[src/rtl/ahbl_sram_port.sv]
// AHB-Lite subordinate giving zero-wait-state access to one single-port SRAM.
// A one-entry write buffer absorbs the write data phase when a read address phase wants the SRAM.
module ahbl_sram_port #(
    parameter int unsigned W_ADDR = 32,
    parameter int unsigned W_DATA = 32,
    parameter int unsigned DEPTH  = 512
) (
    input  logic                        clk,
    input  logic                        rst,
    input  logic                        ahbls_hready,
    output logic                        ahbls_hready_resp,
    output logic                        ahbls_hresp,
    input  logic [W_ADDR-1:0]           ahbls_haddr,
    input  logic                        ahbls_hwrite,
    input  logic [1:0]                  ahbls_htrans,
    input  logic [2:0]                  ahbls_hsize,
    input  logic [W_DATA-1:0]           ahbls_hwdata,
    output logic [W_DATA-1:0]           ahbls_hrdata,
    output logic                        sram_cs_n,
    output logic                        sram_we_n,
    output logic [W_DATA/8-1:0]         sram_be_n,
    output logic [$clog2(DEPTH)-1:0]    sram_addr,
    output logic [W_DATA-1:0]           sram_wdata,
    input  logic [W_DATA-1:0]           sram_rdata
);

    localparam int unsigned W_BYTES = W_DATA / 8;
    localparam int unsigned W_OFF   = $clog2(W_BYTES);
    localparam int unsigned W_SADDR = $clog2(DEPTH);

    logic                 aph_c;
    logic                 read_aph_c;
    logic [W_SADDR-1:0]   aph_addr_c;
    logic [W_BYTES-1:0]   aph_mask_c;
    logic                 wbuf_hit_c;
    logic                 unused_c;

    logic                 dph_read_q,   dph_read_d;
    logic                 dph_write_q,  dph_write_d;
    logic [W_SADDR-1:0]   dph_addr_q,   dph_addr_d;
    logic [W_BYTES-1:0]   dph_mask_q,   dph_mask_d;
    logic                 wbuf_valid_q, wbuf_valid_d;
    logic [W_SADDR-1:0]   wbuf_addr_q,  wbuf_addr_d;
    logic [W_BYTES-1:0]   wbuf_mask_q,  wbuf_mask_d;
    logic [W_DATA-1:0]    wbuf_data_q,  wbuf_data_d;

    assign ahbls_hready_resp = 1'b1;
    assign ahbls_hresp       = 1'b0;

    assign aph_c      = ahbls_hready & ahbls_htrans[1];
    assign read_aph_c = aph_c & ~ahbls_hwrite;
    assign aph_addr_c = ahbls_haddr[W_OFF +: W_SADDR];
    assign unused_c   = ^{ahbls_haddr[W_ADDR-1:W_OFF+W_SADDR], ahbls_htrans[0]};

    // A lane is enabled when it agrees with the address offset on every bit at or above hsize
    always_comb begin
        aph_mask_c = '0;
        for (int unsigned i = 0; i < W_BYTES; i++) begin
            aph_mask_c[i] = ((W_OFF'(i) ^ ahbls_haddr[W_OFF-1:0]) >> ahbls_hsize) == '0;
        end
    end

    // Data-phase tracking and write-buffer fill/drain
    always_comb begin
        dph_read_d   = dph_read_q;
        dph_write_d  = dph_write_q;
        dph_addr_d   = dph_addr_q;
        dph_mask_d   = dph_mask_q;
        wbuf_valid_d = wbuf_valid_q;
        wbuf_addr_d  = wbuf_addr_q;
        wbuf_mask_d  = wbuf_mask_q;
        wbuf_data_d  = wbuf_data_q;

        if (aph_c) begin
            dph_read_d  = ~ahbls_hwrite;
            dph_write_d = ahbls_hwrite;
            dph_addr_d  = aph_addr_c;
            dph_mask_d  = aph_mask_c;
        end else if (ahbls_hready) begin
            dph_read_d  = 1'b0;
            dph_write_d = 1'b0;
        end

        if (dph_write_q && read_aph_c) begin
            wbuf_valid_d = 1'b1;
            wbuf_addr_d  = dph_addr_q;
            wbuf_mask_d  = dph_mask_q;
            wbuf_data_d  = ahbls_hwdata;
        end else if (!read_aph_c && !dph_write_q) begin
            wbuf_valid_d = 1'b0;
        end
    end

    always_ff @(posedge clk) begin
        if (rst) begin
            dph_read_q   <= 1'b0;
            dph_write_q  <= 1'b0;
            wbuf_valid_q <= 1'b0;
        end else begin
            dph_read_q   <= dph_read_d;
            dph_write_q  <= dph_write_d;
            wbuf_valid_q <= wbuf_valid_d;
        end
    end

    always_ff @(posedge clk) begin
        dph_addr_q  <= dph_addr_d;
        dph_mask_q  <= dph_mask_d;
        wbuf_addr_q <= wbuf_addr_d;
        wbuf_mask_q <= wbuf_mask_d;
        wbuf_data_q <= wbuf_data_d;
    end

    // SRAM port arbitration: read address phase, then direct write, then buffer drain
    always_comb begin
        sram_cs_n  = 1'b1;
        sram_we_n  = 1'b1;
        sram_be_n  = '1;
        sram_addr  = aph_addr_c;
        sram_wdata = ahbls_hwdata;
        if (!rst) begin
            if (read_aph_c) begin
                sram_cs_n = 1'b0;
            end else if (dph_write_q) begin
                sram_cs_n  = 1'b0;
                sram_we_n  = 1'b0;
                sram_addr  = dph_addr_q;
                sram_be_n  = ~dph_mask_q;
            end else if (wbuf_valid_q) begin
                sram_cs_n  = 1'b0;
                sram_we_n  = 1'b0;
                sram_addr  = wbuf_addr_q;
                sram_be_n  = ~wbuf_mask_q;
                sram_wdata = wbuf_data_q;
            end
        end
    end

    // Buffered bytes not yet in the SRAM override the stale read lanes
    assign wbuf_hit_c = wbuf_valid_q & dph_read_q & (wbuf_addr_q == dph_addr_q);

    always_comb begin
        ahbls_hrdata = sram_rdata;
        for (int unsigned i = 0; i < W_BYTES; i++) begin
            if (wbuf_hit_c && wbuf_mask_q[i]) begin
                ahbls_hrdata[8*i +: 8] = wbuf_data_q[8*i +: 8];
            end
        end
    end

endmodule

[config.mk]
export PLATFORM = sky130hd
export DESIGN_NAME = ahbl_sram_port
export DESIGN_NICKNAME = d
export VERILOG_FILES = /design/src/rtl/ahbl_sram_port.sv
export SDC_FILE = /design/constraint.sdc
export NUM_CORES = 1
export LEC_CHECK = 0
export BUFFER_PORTS_ARGS = -buffer_cell sky130_fd_sc_hd__buf_2
export CAP_MARGIN = 10
export CORE_MARGIN = 5
export CORE_UTILIZATION = 47
export DETAILED_ROUTE_END_ITERATION = 8
export GPL_ROUTABILITY_DRIVEN = 0
export HOLD_SLACK_MARGIN = 0.08
export PLACE_DENSITY = 0.85
export SYNTH_ARGS = -nofsm -noshare
export SYNTH_HDL_FRONTEND = slang
export SYNTH_SLANG_ARGS = --single-unit
[constraint.sdc]
create_clock -name clk -period 6.6 [get_ports clk]
set_input_delay 0.66 -clock clk [delete_from_list [all_inputs] [get_ports clk]]
set_output_delay 0.66 -clock clk [all_outputs]
set_load 0.005 [all_outputs]
==> results.txt <==
----------------------------------------------------
[Floorplanning]
  Die width ... 92.4 µm
  Die extent in y ... 92.4 µm
  Initial Util ... 0.478
  Core region area ... 0.00668 mm²
  Site row count ... 30
  Io pins ... 186
  Floorplan die area ... 0.00854 mm²

[STA]
  Unrepaired setup endpoints after global routing ... no
  Worst-Margin Slew ... 1130 ps
  Maximum clock skew at final layout ... 7.61 ps
  Number of failing hold endpoints at the final stage ... 0
  Final setup violation count ... 0
  Slew Limit Headroom ... 0.244
  Period utilisation layout ... 0.527
  Setup TNS ... 0 ps
  Min Clock Period, post-route ... 3470 ps
  Highest clock frequency the design can meet ... 0.288 GHz
  Max-slew violation count ... 0

[Power and ir drop]
  Internal power ... 699 µW
  Switching share of total power ... 0.218
  Max rail drop VDD ... 0.000127 V
  Part of the total power dissipated in sequential elements ... 0.491
  Net switching power ... 195 µW
  Total power density per cell area ... 211 mW/mm²
  Leakage ... 0.00180 µW
  Relative contribution of combinational cells to total power ... 0.115
  Power share of the clock group ... 0.394

[Setup path]
  Critical-path top delay cell ... sky130_fd_sc_hd__dfxtp_1
  Type of origin of the critical path ... flip-flop
  Critical path arrival ... 2810 ps
  Highest cell delay on the worst timing path ... 790 ps
  Crit Path Class ... reg -> out
  Worst reg-to-reg setup slack ... 4370 ps
  Max Fanout on Critical Path ... 23
  Ordered cell list for the critical path ... nand2_1, nor4_2, nand4_2, mux2_2, buf_2
  CP Capture Type ... output port
  Critical Path RT ... 5940 ps

[Clock network]
  Worst-skew pair later-pin latency ... 330 ps
  Clock Tree Buf Depth ... 2
  Sink count of the clock tree ... 61
  CTS clk-pin slew, worst paths ... 60 ps
  Post-cts sizing count ... 0
  CTS root buf ... sky130_fd_sc_hd__clkbuf_8
  Setup Buffers After CTS ... 0
  # H-tree levels ... 3
  Cts bufs inserted ... 9
  CTS tree ... built
  # hold bufs at CTS ... 0

[Detailed routing]
  Number of vias after detailed routing ... 2531
  Post-DRT Antenna Nets ... 0
  Mean number of vias per cell ... 5.35
  Mean routed wirelength per cell ... 18.2 µm
  DRC Markers ... 0
  Iter 0 DRT Violations ... 110
  Total wire length after detailed routing ... 8610 µm
  Router iterations before antenna repair ... 4

[Logic synthesis]
  Yosys warning total ... 0
  Share of synthesized area spent on multiplexers ... 0.229
  Basic-gate share of the synthesized area counting and, or, nand and nor cells ... 0.0737
  Combinational family with the most area after synthesis ... multiplexers
  Post-synthesis compound-gate area fraction ... 0.0773
  Post-Synth Adder-Cell Area ... 0.00392
  Flop and latch count out of synthesis ... 61
  Post-Synthesis Cells ... 229
  Fraction of the yosys area taken by sequential cells ... 0.565
  Net count after synthesis ... 335
  Post-Synthesis Cell Area ... 0.00319 mm²
  Mean area per synthesized cell ... 13.9 µm²
  Xor-xnor portion of the synthesized cell area ... 0.0247
  Number of library cell types mapped by synthesis ... 29

[Layout]
  Net count, final ... 494
  Most common cell after layout, fill and taps aside ... sky130_fd_sc_hd__buf_2
  Area of the multi-input gates ... 0.00131 mm²
  Area Growth Syn to Fin ... 33.1%
  Share of final-layout standard cells stronger than drive strength 1 ... 0.631
  Commonest cells after routing, fill and taps aside ... sky130_fd_sc_hd__buf_2, sky130_fd_sc_hd__mux2_2, sky130_fd_sc_hd__edfxtp_1
  Utilization after layout ... 0.635
  Final-layout fill cell count ... 508
  Total area of sequential cells ... 0.00180 mm²
  Total inserted antenna cells ... 0

[Placement]
  Count of buffers inserted at the top-level ports ... 161
  Placed wire-length estimate after detailed placement ... 6440 µm

[Global routing]
  Number of global-route vias before repair ... 2570
  First-pass GRT wire length ... 13300 µm
  GRT overflow ... 0
  Initial antenna violation count ... 0
  Maximum number of pins on one net before global-route repair ... 47
  Global routing usage summed across all routing layers ... 0.198

[Worst hold path]
  Hold WC Path Type ... reg -> reg

[Flow run]
  Number of max-cap violations ... 0

[Status]
  Result of the run ... completed

----------------------------------------------------
[metal layers]
| layer | up-vias | global-route usage | routed length (µm) |
|---|---|---|---|
| li1 | 1195 | - | - |
| met1 | 1222 | 0.238 | 3350 |
| met2 | 104 | 0.347 | 4550 |
| met3 | 10 | 0.0455 | 591 |
| met4 | 0 | 0.0705 | 116 |
| met5 | - | 0 | 0 |
[power groups by stage]
| stage | clock network [µW] | registers (µW) | logic, µW |
|---|---|---|---|
| global placement | 0 | 446 | 99.8 |
| detailed placement | 0 | 447 | 103 |
| finish | 352 | 439 | 103 |
| CTS | 359 | 439 | 104 |
| global route | 382 | 439 | 113 |
| floorplan | 0 | 444 | 46.8 |
[final timing paths]
| path | cells after the start | end | start |
|---|---|---|---|
| max | 5 | ahbls_hrdata[30] | wbuf_valid_q |
| min | 0 | wbuf_mask_q[2] | dph_mask_q[2] |
| max reg2reg | 1 | wbuf_data_q[5] | dph_write_q |
| min reg2reg | 0 | wbuf_mask_q[2] | dph_mask_q[2] |
[logic make-up after synthesis]
group	Yosys count
and+or+nand+nor	35
xor gates and xnor gates	9
AOI/OAI and AO/OA	39
other	2
buffers and inverters	17
adders and majority gates	1
muxes	65
DFF	61
[cell usage after synthesis (all sizes together)]
master | count | share of area
nor2 | 6 | 0.0078
buf | 5 | 0.0094
nand4 | 4 | 0.016
o21ai | 14 | 0.022
and2 | 2 | 0.0039
and3b | 1 | 0.0027
dfxtp | 3 | 0.019
o31ai | 1 | 0.0024
xor2 | 9 | 0.025
a22o | 4 | 0.011
inv | 3 | 0.0035
ha | 1 | 0.0039
nor4 | 2 | 0.0078
a22oi | 9 | 0.021
clkbuf | 9 | 0.011
conb | 2 | 0.0024
nor2b | 11 | 0.022
edfxtp | 58 | 0.55
a21oi | 2 | 0.0031
nor3b | 1 | 0.0039
mux2 | 64 | 0.23
mux2i | 1 | 0.0031
or2 | 1 | 0.0020
a31oi | 9 | 0.018
nand2 | 7 | 0.0082
[area by class of cell]
type | instances | area share
clock buffers | 10 | 0.0301
clock inverters | 6 | 0.0183
inverters | 3 | 0.00265
multi-input cells | 151 | 0.309
flip-flops and latches | 61 | 0.424
well taps | 80 | 0.0236
repair buffers | 162 | 0.192
[through the flow]
step | cells | power (µW) | hold slack, ps | setup slack, ps | area, µm²
floorplan | 229 | 491 | 428 | 3990 | 3190
global placement | 457 | 546 | 433 | 3230 | 4040
detailed placement | 457 | 550 | 437 | 3240 | 4040
CTS | 473 | 902 | 456 | 3130 | 4250
global route | 473 | 934 | 463 | 2910 | 4250
finish | 473 | 894 | 457 | 3130 | 4250
[flip-flops by register name, summed over array words and instances, names as in the netlist]
register / cells
wbuf_data_q: 32
dph_addr_q: 9
wbuf_addr_q: 9
dph_mask_q: 4
wbuf_mask_q: 4
dph_read_q: 1
dph_write_q: 1
wbuf_valid_q: 1
[worst max-delay path, delay by kind of cell, from the launching register on]
family	cells	cell delay [ps]
mux	1	410
buf+inv	1	140
simple gates	3	1140
flops	1	790
Power figures use the tool's default switching activity.
